<file path="config.mk">
export PLATFORM = sky130hd
export DESIGN_NAME = control_fsm
export DESIGN_NICKNAME = d
export VERILOG_FILES = /design/src/rtl/control_fsm.sv
export SDC_FILE = /design/constraint.sdc
export NUM_CORES = 1
export LEC_CHECK = 0
export CORE_MARGIN = 2
export CORE_UTILIZATION = 30
export CTS_CLUSTER_DIAMETER = 50
export CTS_CLUSTER_SIZE = 25
export DETAILED_ROUTE_END_ITERATION = 8
export DONT_BUFFER_PORTS = 1
export PLACE_DENSITY = 0.43
export SYNTH_ARGS = -nofsm -noshare
export SYNTH_HDL_FRONTEND = slang
export SYNTH_SLANG_ARGS = --single-unit
</file>
<file path="constraint.sdc">
create_clock -name clk -period 2.4 [get_ports clk]
set_input_delay 0.24 -clock clk [delete_from_list [all_inputs] [get_ports clk]]
set_output_delay 0.24 -clock clk [all_outputs]
set_load 0.02 [all_outputs]
</file>
<file path="src/rtl/control_fsm.sv">
// Multicycle RV32I control unit: sequences fetch/decode/execute/memory/writeback and traps faults.
// Define CONTROL_FSM_PERF_EN to build the cycle_cnt/instret_cnt performance counters.
module control_fsm #(
   parameter int unsigned WIDTH        = 32,
   parameter int unsigned WAIT_TIMEOUT = 255
) (
   input  logic             clk,
   input  logic             rst,
   input  logic [6:0]       opcode,
   input  logic             mem_ready,
   output logic             mem_req,
   output logic             mem_wren,
   output logic             addr_sel,
   output logic             ir_wren,
   output logic             pc_inc,
   output logic             alu_src_imm,
   output logic             regfile_wren,
   output logic             wb_sel_mem,
   output logic             fault,
   output logic [1:0]       fault_cause,
   output logic [WIDTH-1:0] cycle_cnt,
   output logic [WIDTH-1:0] instret_cnt
);

   localparam int unsigned CntW = $clog2(WAIT_TIMEOUT + 1);

   localparam logic [6:0] OpReg   = 7'b0110011;
   localparam logic [6:0] OpImm   = 7'b0010011;
   localparam logic [6:0] OpLui   = 7'b0110111;
   localparam logic [6:0] OpLoad  = 7'b0000011;
   localparam logic [6:0] OpStore = 7'b0100011;

   typedef enum logic [3:0] {
      StIdle,
      StFetch,
      StDecode,
      StExec,
      StMemAddr,
      StMemRead,
      StMemWrite,
      StWriteback,
      StFault
   } state_e;

   state_e          r_state;
   state_e          w_next;
   logic [CntW-1:0] r_wait;
   logic [CntW-1:0] w_wait_next;
   logic [1:0]      r_cause;
   logic [1:0]      w_cause_next;
   logic            r_wb_mem;
   logic            w_waiting;
   logic            w_timeout;

   assign w_waiting = (r_state == StFetch) || (r_state == StMemRead) || (r_state == StMemWrite);
   assign w_timeout = w_waiting && !mem_ready && (r_wait == CntW'(WAIT_TIMEOUT));

   // State register plus the small amount of state that travels with it.
   always_ff @(posedge clk or negedge rst) begin
      if (!rst) begin
         r_state  <= StIdle;
         r_wait   <= '0;
         r_cause  <= 2'b00;
         r_wb_mem <= 1'b0;
      end else begin
         r_state <= w_next;
         r_wait  <= w_wait_next;
         r_cause <= w_cause_next;
         if (w_next == StWriteback) begin
            r_wb_mem <= (r_state == StMemRead);
         end
      end
   end

   always_comb begin
      w_next       = r_state;
      w_cause_next = r_cause;
      // Counter only runs while a request is stalled; any completion or other state clears it.
      w_wait_next  = (w_waiting && !mem_ready && !w_timeout) ? r_wait + CntW'(1) : '0;
      case (r_state)
         StIdle:      w_next = StFetch;
         StFetch: begin
            if (mem_ready) begin
               w_next = StDecode;
            end else if (w_timeout) begin
               w_next       = StFault;
               w_cause_next = 2'b10;
            end
         end
         StDecode: begin
            case (opcode)
               OpReg, OpImm, OpLui: w_next = StExec;
               OpLoad, OpStore:     w_next = StMemAddr;
               default: begin
                  w_next       = StFault;
                  w_cause_next = 2'b01;
               end
            endcase
         end
         StExec:      w_next = StWriteback;
         StMemAddr:   w_next = (opcode == OpLoad) ? StMemRead : StMemWrite;
         StMemRead: begin
            if (mem_ready) begin
               w_next = StWriteback;
            end else if (w_timeout) begin
               w_next       = StFault;
               w_cause_next = 2'b10;
            end
         end
         StMemWrite: begin
            if (mem_ready) begin
               w_next = StFetch;
            end else if (w_timeout) begin
               w_next       = StFault;
               w_cause_next = 2'b10;
            end
         end
         StWriteback: w_next = StFetch;
         StFault:     w_next = StFault;
         default:     w_next = StIdle;
      endcase
   end

   always_comb begin
      mem_req      = 1'b0;
      mem_wren     = 1'b0;
      addr_sel     = 1'b0;
      ir_wren      = 1'b0;
      pc_inc       = 1'b0;
      alu_src_imm  = 1'b0;
      regfile_wren = 1'b0;
      wb_sel_mem   = 1'b0;
      fault        = 1'b0;
      case (r_state)
         StFetch: begin
            mem_req = 1'b1;
            ir_wren = mem_ready;
            pc_inc  = mem_ready;
         end
         StExec:      alu_src_imm = (opcode == OpImm) || (opcode == OpLui);
         StMemAddr: begin
            alu_src_imm = 1'b1;
            addr_sel    = 1'b1;
         end
         StMemRead: begin
            mem_req     = 1'b1;
            addr_sel    = 1'b1;
            alu_src_imm = 1'b1;
         end
         StMemWrite: begin
            mem_req     = 1'b1;
            mem_wren    = 1'b1;
            addr_sel    = 1'b1;
            alu_src_imm = 1'b1;
         end
         StWriteback: begin
            regfile_wren = 1'b1;
            wb_sel_mem   = r_wb_mem;
         end
         StFault:     fault = 1'b1;
         default:     ;
      endcase
   end

   assign fault_cause = r_cause;

`ifdef CONTROL_FSM_PERF_EN
   logic [WIDTH-1:0] r_cycle_cnt;
   logic [WIDTH-1:0] r_instret_cnt;
   logic             w_retire;

   assign w_retire = (r_state == StWriteback) || ((r_state == StMemWrite) && mem_ready);

   always_ff @(posedge clk or negedge rst) begin
      if (!rst) begin
         r_cycle_cnt   <= '0;
         r_instret_cnt <= '0;
      end else begin
         if ((r_state != StIdle) && (r_state != StFault)) begin
            r_cycle_cnt <= r_cycle_cnt + WIDTH'(1);
         end
         if (w_retire) begin
            r_instret_cnt <= r_instret_cnt + WIDTH'(1);
         end
      end
   end

   assign cycle_cnt   = r_cycle_cnt;
   assign instret_cnt = r_instret_cnt;
`else
   assign cycle_cnt   = '0;
   assign instret_cnt = '0;
`endif

endmodule

</file>
Yosys cells after proc, flatten, opt, wreduce, memory -nomap -nowiden
Cells that the tools add are included.
{ "op_classes": {"reduce_logical": 17, "n_addsub": 1, "muxes": 20, "n_eq_ne": 18} }
{ "op_table": {"columns": ["operator", "n"], "rows": [
  ["$pmux W4 S8", 1],
  ["$eq A7 B6 Y1 const B", 3],
  ["$eq A4 B3 Y1 const B", 5],
  ["$mux W4", 4],
  ["$reduce_or A3 Y1", 3],
  ["$add A8 B1 Y8 const B", 1],
  ["$eq A4 B2 Y1 const B", 2],
  ["$eq A8 B8 Y1 const B", 1],
  ["$mux W2", 4],
  ["$mux W8", 1],
  ["$pmux W4 S2", 1],
  ["$eq A7 B2 Y1 const B", 1],
  ["$eq A7 B5 Y1 const B", 1],
  ["$mux W1", 7],
  ["$reduce_or A5 Y1", 1],
  ["$eq A4 B1 Y1 const B", 1],
  ["$eq A4 B4 Y1 const B", 1],
  ["$logic_not A4 Y1", 1],
  ["$ne A2 B2 Y1 const B", 2],
  ["$pmux W2 S2", 1],
  ["$reduce_and A4 Y1", 1],
  ["$reduce_or A2 Y1", 2],
  ["$logic_and A1 B1 Y1", 3],
  ["$logic_or A1 B1 Y1", 3],
  ["4 further kinds", 5]
]} }
{ "totals": {"register_bits": 15, "in_bits": 10} }

Depth between registers and ports, before layout
Gate-level depths: netlist of run 1.
{ "depth": {"word_depth": 9, "mapped_depth": 6, "depth_no_buf": 6} }

Worst setup path before layout of run 1
OpenSTA, ideal clock, no wires.
{ "synth_timing": {"path_kind": "reg2out", "startpoint": "register r_state[0]", "endpoint": "output port pc_inc", "arrival_ps": 1666, "path_stages_with_launch": 6, "required_time_ps": 2160, "path_slack_ps": 494, "path_buffers": 2, "cell_sequence": "dfrtp_1 > buf_2 > nor2b_1 > nand2_1 > nor3_1 > buf_4"} }
{ "synth_between": {"elab_chain_cells": 2} }
{ "synth_rtl": {"columns": ["item", "line", "rtl"], "rows": [
  ["start, declared", "45", "state_e r_state;"],
  ["start signal, assigned", "61", "r_state <= StIdle;"],
  ["start signal, assigned", "66", "r_state <= w_next;"],
  ["$eq A4 B1 Y1", null, null],
  ["$mux W1", null, null],
  ["end, declared", "15", "output logic pc_inc,"]
]} }
Every way passes these cells.

Worst setup path after layout of run 1
Same ends and word-level chain as after synthesis.

==> results of run 1 <==
[path summary, 6_finish.rpt]
kind / cells after the start / endpoint / slack, ns / start
max reg2reg: 5 / r_wb_mem$_DFFE_PN0N_ / 0.50 / r_state[0]$_DFF_PN0_
max: 4 / pc_inc / 0.45 / r_state[0]$_DFF_PN0_
min: 3 / r_state[1]$_DFF_PN0_ / 0.24 / opcode[5]
max in group asynchronous: 1 / r_wb_mem$_DFFE_PN0N_ / 1.50 / rst
min reg2reg: 1 / r_wait[0]$_DFF_PN0_ / 0.49 / r_wait[0]$_DFF_PN0_
min in group asynchronous: 1 / r_wait[1]$_DFF_PN0_ / 0.47 / rst
[state kept, by name, summed over array words and instances, names as in the netlist]
register     cells
fault_cause      2
r_state          4
r_wb_mem         1
r_wait           8
[through the flow]
step                utilization (%)  instances  hold WS (ns)
floorplan                         -        231       -0.0556
global placement               27.1        222       -0.0551
detailed placement             27.1        222       -0.0552
CTS                            28.3        227         0.242
global route                   28.3        227         0.261
finish                         28.3        227         0.242
[power by group]
part           switching [W]  internal (W)
combinational       0.000432      0.000214
sequential          0.000109      0.000313
clock              0.0000858      0.000115
total               0.000627      0.000642
[area by class of cell]
| cell class | instances | area (sq um) |
|---|---|---|
| timing repair buffer | 5 | 40.0 |
| clock inverter | 1 | 5.00 |
| tap | 54 | 67.6 |
| sequential | 15 | 375 |
| inverter | 7 | 26.3 |
| fill | 511 | 3340 |
| multi-input combinational | 142 | 762 |
| clock buffer | 3 | 41.3 |
[layout by cell type, fill, tap and decap left out, types with 2 or more instances in the layout]
cell type | netlist | final
buf_4 | 65 | 4
a21oi_1 | 8 | 8
nand2_1 | 7 | 7
dfrtp_1 | 15 | 15
inv_1 | 7 | 7
a2111oi_4 | 2 | 2
nand4_1 | 3 | 3
nor2_1 | 13 | 13
clkbuf_8 | 0 | 3
xnor2_1 | 4 | 4
or3_1 | 3 | 3
xor2_1 | 2 | 2
nand3_1 | 3 | 3
and2_1 | 2 | 2
o21ai_0 | 4 | 4
conb_1 | 1 | 64
nand3b_1 | 2 | 2
nand2b_1 | 2 | 2
or2_2 | 3 | 3
nor2b_1 | 3 | 3
nor3_1 | 4 | 4
[worst max-delay path, cell delays in order, from the launching register on]
cell     delay [ns]
dfrtp_1        0.56
nor2b_1        0.36
nand2_1        0.12
nor3_1         0.20
buf_4          0.22
[repair_timing]
item / CTS / global route
hold buffers: 1 / 0
endpoints found under the hold margin: 15 / 0
setup endpoints to repair: 0 / 0
[per-layer routing]
metal	share of wire [%]	GRT usage [%]	vias to the layer above
met3	6.4	1.80	4
met1	45	11.5	416
met5	0	0	-
li1	-	-	431
met2	47	13.7	41
met4	1.2	3.91	0
[cells by family after synthesis]
| logic type | after synthesis | share of synthesized area, % |
|---|---|---|
| compound gates | 22 | 13.5 |
| other cells | 1 | 0.263 |
| buf+inv | 74 | 36.8 |
| flops | 15 | 26.3 |
| fa+ha+maj | 1 | 0.878 |
| xor+xnor | 6 | 3.69 |
| simple gates | 49 | 18.5 |
==> out/qor.txt, run 1 <==
DRC Markers: 0
Yosys top cell by area: buf_4
die area: 0.00532 sq mm
H-tree levels: 1
top post-synthesis cells by area: buf_4 (34%), dfrtp_1 (26%), a2111oi_4 (3.9%), nor2_1 (3.4%), a21oi_1 (2.8%)
clock skew: 0.00467 ns
MaxCap Viol Count: 0
post_cts resized: 0
FFs w/ async S/R, synth: 100%
Max rail drop VDD: 0.256 mV
Main synth FF type: dfrtp_1
grt total ovfl: 0
critical path endpoint category: primary output
Detail Route Antenna Nets: 0
maximum clock frequency: 514 MHz
CTS Sinks: 15
DR pass1 iterations: 4
CP startpoint kind: register
post-synth top area share: 34.2%
initial core utilization: 30.6%
CP max FO: 12
total wire length: 2330 um
FP Rows: 25
mapped cell area: 0.00143 sq mm
Final Cycle Share: 81.1%
number of diodes: 0
Max-slew headroom: 54.4%
Finish-stage setup viols: 0
Post-Syn Instances: 168
most frequent cell after synthesis: buf_4
Tot GR Track Use: 8.72%
Post-synth EDFFs: 0
RSZ-0062 raised after global routing: false
Die Width: 72.9 um
hold crit path type: in -> reg
post-route setup TNS: 0 ns
first-pass GRT wire length: 3590 um
core outline area: 0.00466 sq mm
Commonest cells post-synth: buf_4 (65), dfrtp_1 (15), nor2_1 (13)
Worst Tran Pin Value: 0.679 ns
minimum clock period: 1.95 ns
CTS tree: done
Worst Setup Slack, final: 0.454 ns
Critical Path AT: 1.71 ns
Ports: 85
post-synth cell types: 34
CTS buffer count: 3
Pwr Total: 0.00127 W
Die Height: 72.9 um
Cell Area, Placed: 0.00126 sq mm
DP Wirelength: 1870 um
# Post-CTS Setup Buffers: 0
Syn Area/Cell: 8.48 sq um
required time worst endpoint: 2.16 ns
PwrDens: 963 mW/mm^2
synth warn: 0
Yosys reg bits: 15
number of hold violations in the final report: 0
initial antenna violation count: 0
pre-CTS setup slack: 0.491 ns
clock buffer depth: 2
P&R area growth vs syn: -7.55%
drt wl/cell: 10.3 um
Setup CP Type: reg -> out
CTS Root Cell: clkbuf_8
Worst-path clk slew: 0.06 ns
Max Slew Vio Count: 0
nets: 185
outcome: complete, no violations
Final Cell Area: 0.00132 sq mm
Pleak: 0.627 nW
vias in the first global route: 735
GPL Wtd Cong: 0.868
Via density: 3.93
PortBufs: 0
largest net degree at the start of global routing: 16
drt initial violations: 61
total number of vias: 892
share of cells above drive strength 1: 10.4%
Seq/Total Area, Yosys: 26.3%
clock latency on the worst-skew pair: 0.25 ns
No activity file was read; power rests on OpenSTA's default activity.
==> run 2, diff against run 1 <==
--- a/config.mk
+++ b/config.mk
@@ -11,7 +11,7 @@
 export CTS_CLUSTER_SIZE = 25
 export DETAILED_ROUTE_END_ITERATION = 8
 export DONT_BUFFER_PORTS = 1
-export PLACE_DENSITY = 0.43
+export PLACE_DENSITY = 0.44
 export SYNTH_ARGS = -nofsm -noshare
 export SYNTH_HDL_FRONTEND = slang
 export SYNTH_SLANG_ARGS = --single-unit
==> constraint.sdc (replaced) <==
create_clock -name clk -period 1.7 [get_ports clk]
set_input_delay 0.17 -clock clk [delete_from_list [all_inputs] [get_ports clk]]
set_output_delay 0.17 -clock clk [all_outputs]
set_load 0.02 [all_outputs]
==> out/qor.txt, run 2 (synthesis gave the netlist of run 1 again) <==
Tot GR Track Use: 8.22% (-0.50 points)
vias in the first global route: 774 (+5.3%)
layout filler cell count: 496 (-2.9%)
clock buffer depth: 2 (unchanged)
Die Width: 72.9 um (unchanged)
CTS Root Cell: clkbuf_8
depth of the most critical reg-to-reg path: 5 (unchanged)
Max-slew headroom: 55.7% (+1.3 points)
Critical Path AT: 1.75 ns (+0.04 ns)
MaxCap Viol Count: 0 (unchanged)
total wire length: 2330 um (about the same)
nets: 204 (+10%)
Pwr Total: 0.00206 W (+62%)
clock latency on the worst-skew pair: 0.24 ns (about the same)
Pleak: 0.723 nW (+15%)
pre-CTS setup slack: 0.00217 ns (-0.489 ns)
total number of vias: 954 (+7.0%)
PwrDens: 1380 mW/mm^2 (+43%)
DR pass1 iterations: 4 (unchanged)
Detail Route Antenna Nets: 0 (unchanged)
number of hold violations in the final report: 0 (unchanged)
commonest non-fill, non-tap cell in the layout: conb_1
worst hold stages: 3 (unchanged)
Max Slew Vio Count: 0 (unchanged)
PortBufs: 0 (unchanged)
clock skew: 0.00289 ns (-0.00179 ns)
CP startpoint kind: register
Final Cell Area: 0.00149 sq mm (+13%)
critical path endpoint category: register
Via density: 3.88 (-1.3%)
Max rail drop VDD: 0.418 mV (+63%)
Crit. Startpoint: r_state[0]$_DFF_PN0_
DP Wirelength: 1940 um (+3.3%)
maximum clock frequency: 613 MHz
Die Height: 72.9 um (unchanged)
RSZ-0062 raised after global routing: true
most flop-heavy register: r_wait
CTS Sinks: 15 (unchanged)
CTS tree: done
Ports: 85 (unchanged)
drt initial violations: 29 (-52%)
required time worst endpoint: 1.82 ns (-0.34 ns)
Final Cycle Share: 95.9%
initial antenna violation count: 0 (unchanged)
Worst Setup Slack, final: 0.0698 ns (-0.384 ns)
Setup CP Type: reg -> reg
Worst-path clk slew: 0.05 ns (about the same)
RR Startpoint: r_state[0]$_DFF_PN0_
share of cells above drive strength 1: 24.0% (+14 points)
outcome: complete, no violations
P&R area growth vs syn: 4.65%
Cell Area, Placed: 0.00140 sq mm (+11%)
CP max FO: 3 (-9)
GPL Wtd Cong: 0.807 (-7.1%)
CTS buffer count: 3 (unchanged)
reg2reg end: r_wb_mem$_DFFE_PN0N_
die area: 0.00532 sq mm (unchanged)
Worst Tran Pin Value: 0.662 ns (-0.0166 ns)
DRC Markers: 0 (unchanged)
hold path endpoint: r_state[1]$_DFF_PN0_
Largest register FFs: 8 (unchanged)
first-pass GRT wire length: 3450 um (-4.0%)
largest net degree at the start of global routing: 16 (unchanged)
initial core utilization: 30.6% (unchanged)
Finish-stage setup viols: 0 (unchanged)
minimum clock period: 1.63 ns
HP Start: opcode[5]
R2R Setup Slk: 0.07 ns (-0.43 ns)
core outline area: 0.00466 sq mm (unchanged)
drt wl/cell: 9.48 um (-7.6%)
grt total ovfl: 0 (unchanged)
most frequent cells in the layout: conb_1 (64), buf_4 (23), dfrtp_1 (14)
storage element area: 377 sq um (+0.33%)
area of the multi-input gates: 793 sq um (+4.1%)
FP Rows: 25 (unchanged)
number of diodes: 0 (unchanged)
hold crit path type: in -> reg
H-tree levels: 1 (unchanged)
run 2: cell types whose count changed in the layout (fill, tap and decap cells not counted), moves of 2 or more:
cell     previous run  this run
buf_4               4        23
nor2_1             13        11
nor2b_2             0         2
nor3_1              4         2
nor2b_1             3         1
nor2_2              0         2
nor3_2              0         2
run 2: how the worst max path moves through the flow:
stage	to	slack, ns
after floorplan	r_wb_mem$_DFFE_PN0N_	0.01
after global placement	r_wb_mem$_DFFE_PN0N_	0.05
after detailed placement	r_wb_mem$_DFFE_PN0N_	0.002
after CTS	pc_inc	0.01
after global routing	r_wb_mem$_DFFE_PN0N_	-0.02
final	r_wb_mem$_DFFE_PN0N_	0.07
run 2: per-layer routing:
layer	share of wire (%)	global-route usage, %	vias to the layer above
li1	-	-	472
met1	44	11.0	441
met2	49	12.9	37
met3	5.2	1.38	4
met4	1.2	3.70	0
met5	0	0	-
run 2: critical path, cell delays in order (launching register included):
cell and delay, ns:
dfrtp_1 0.40, nand3b_1 0.23, a2111oi_4 0.41, nor2_2 0.10, a221oi_2 0.28, o31ai_2 0.09
run 2: where the power goes:
group	internal [W]	total, W	switching, W
combinational	0.000508	0.00126	0.000754
clock	0.000165	0.000277	0.000112
sequential	0.000445	0.000516	0.0000712
run 2: cell type report:
| type | count | share of cell area (%) |
|---|---|---|
| multi-input cells | 142 | 53.2 |
| flip-flops and latches | 15 | 25.3 |
| inverters | 7 | 1.76 |
| clock buffers | 4 | 3.02 |
| well taps | 54 | 4.53 |
| repair buffers | 24 | 12.2 |
run 2: per-stage QoR:
stage | instances | util, % | hold slack [ns] | setup TNS (ns)
3_5_place_dp | 240 | 30.1 | -0.125 | 0
2_1_floorplan | 231 | - | -0.126 | 0
4_1_cts | 245 | 31.5 | 0.180 | 0
5_1_grt | 246 | 32.0 | 0.189 | -0.0269
6_report | 246 | 32.0 | 0.184 | 0
3_3_place_gp | 240 | 30.1 | -0.125 | 0
run 2: what timing repair did:
| item | in CTS | in global routing |
|---|---|---|
| setup buffers | 0 | 1 |
| pin swaps | 2 | 5 |
| resized for setup | 4 | 5 |
| hold buffers | 1 | 0 |
| hold endpoints to repair | 15 | 0 |
| endpoints found under the setup margin | 2 | 6 |
==> run 3, diff against run 2 <==
--- a/config.mk
+++ b/config.mk
@@ -12,6 +12,7 @@
 export DETAILED_ROUTE_END_ITERATION = 8
 export DONT_BUFFER_PORTS = 1
 export PLACE_DENSITY = 0.44
+export SLEW_MARGIN = 25
 export SYNTH_ARGS = -nofsm -noshare
 export SYNTH_HDL_FRONTEND = slang
 export SYNTH_SLANG_ARGS = --single-unit
==> results of run 3 <==
The final DEF is identical to that of run 2; final timing and power are the same.
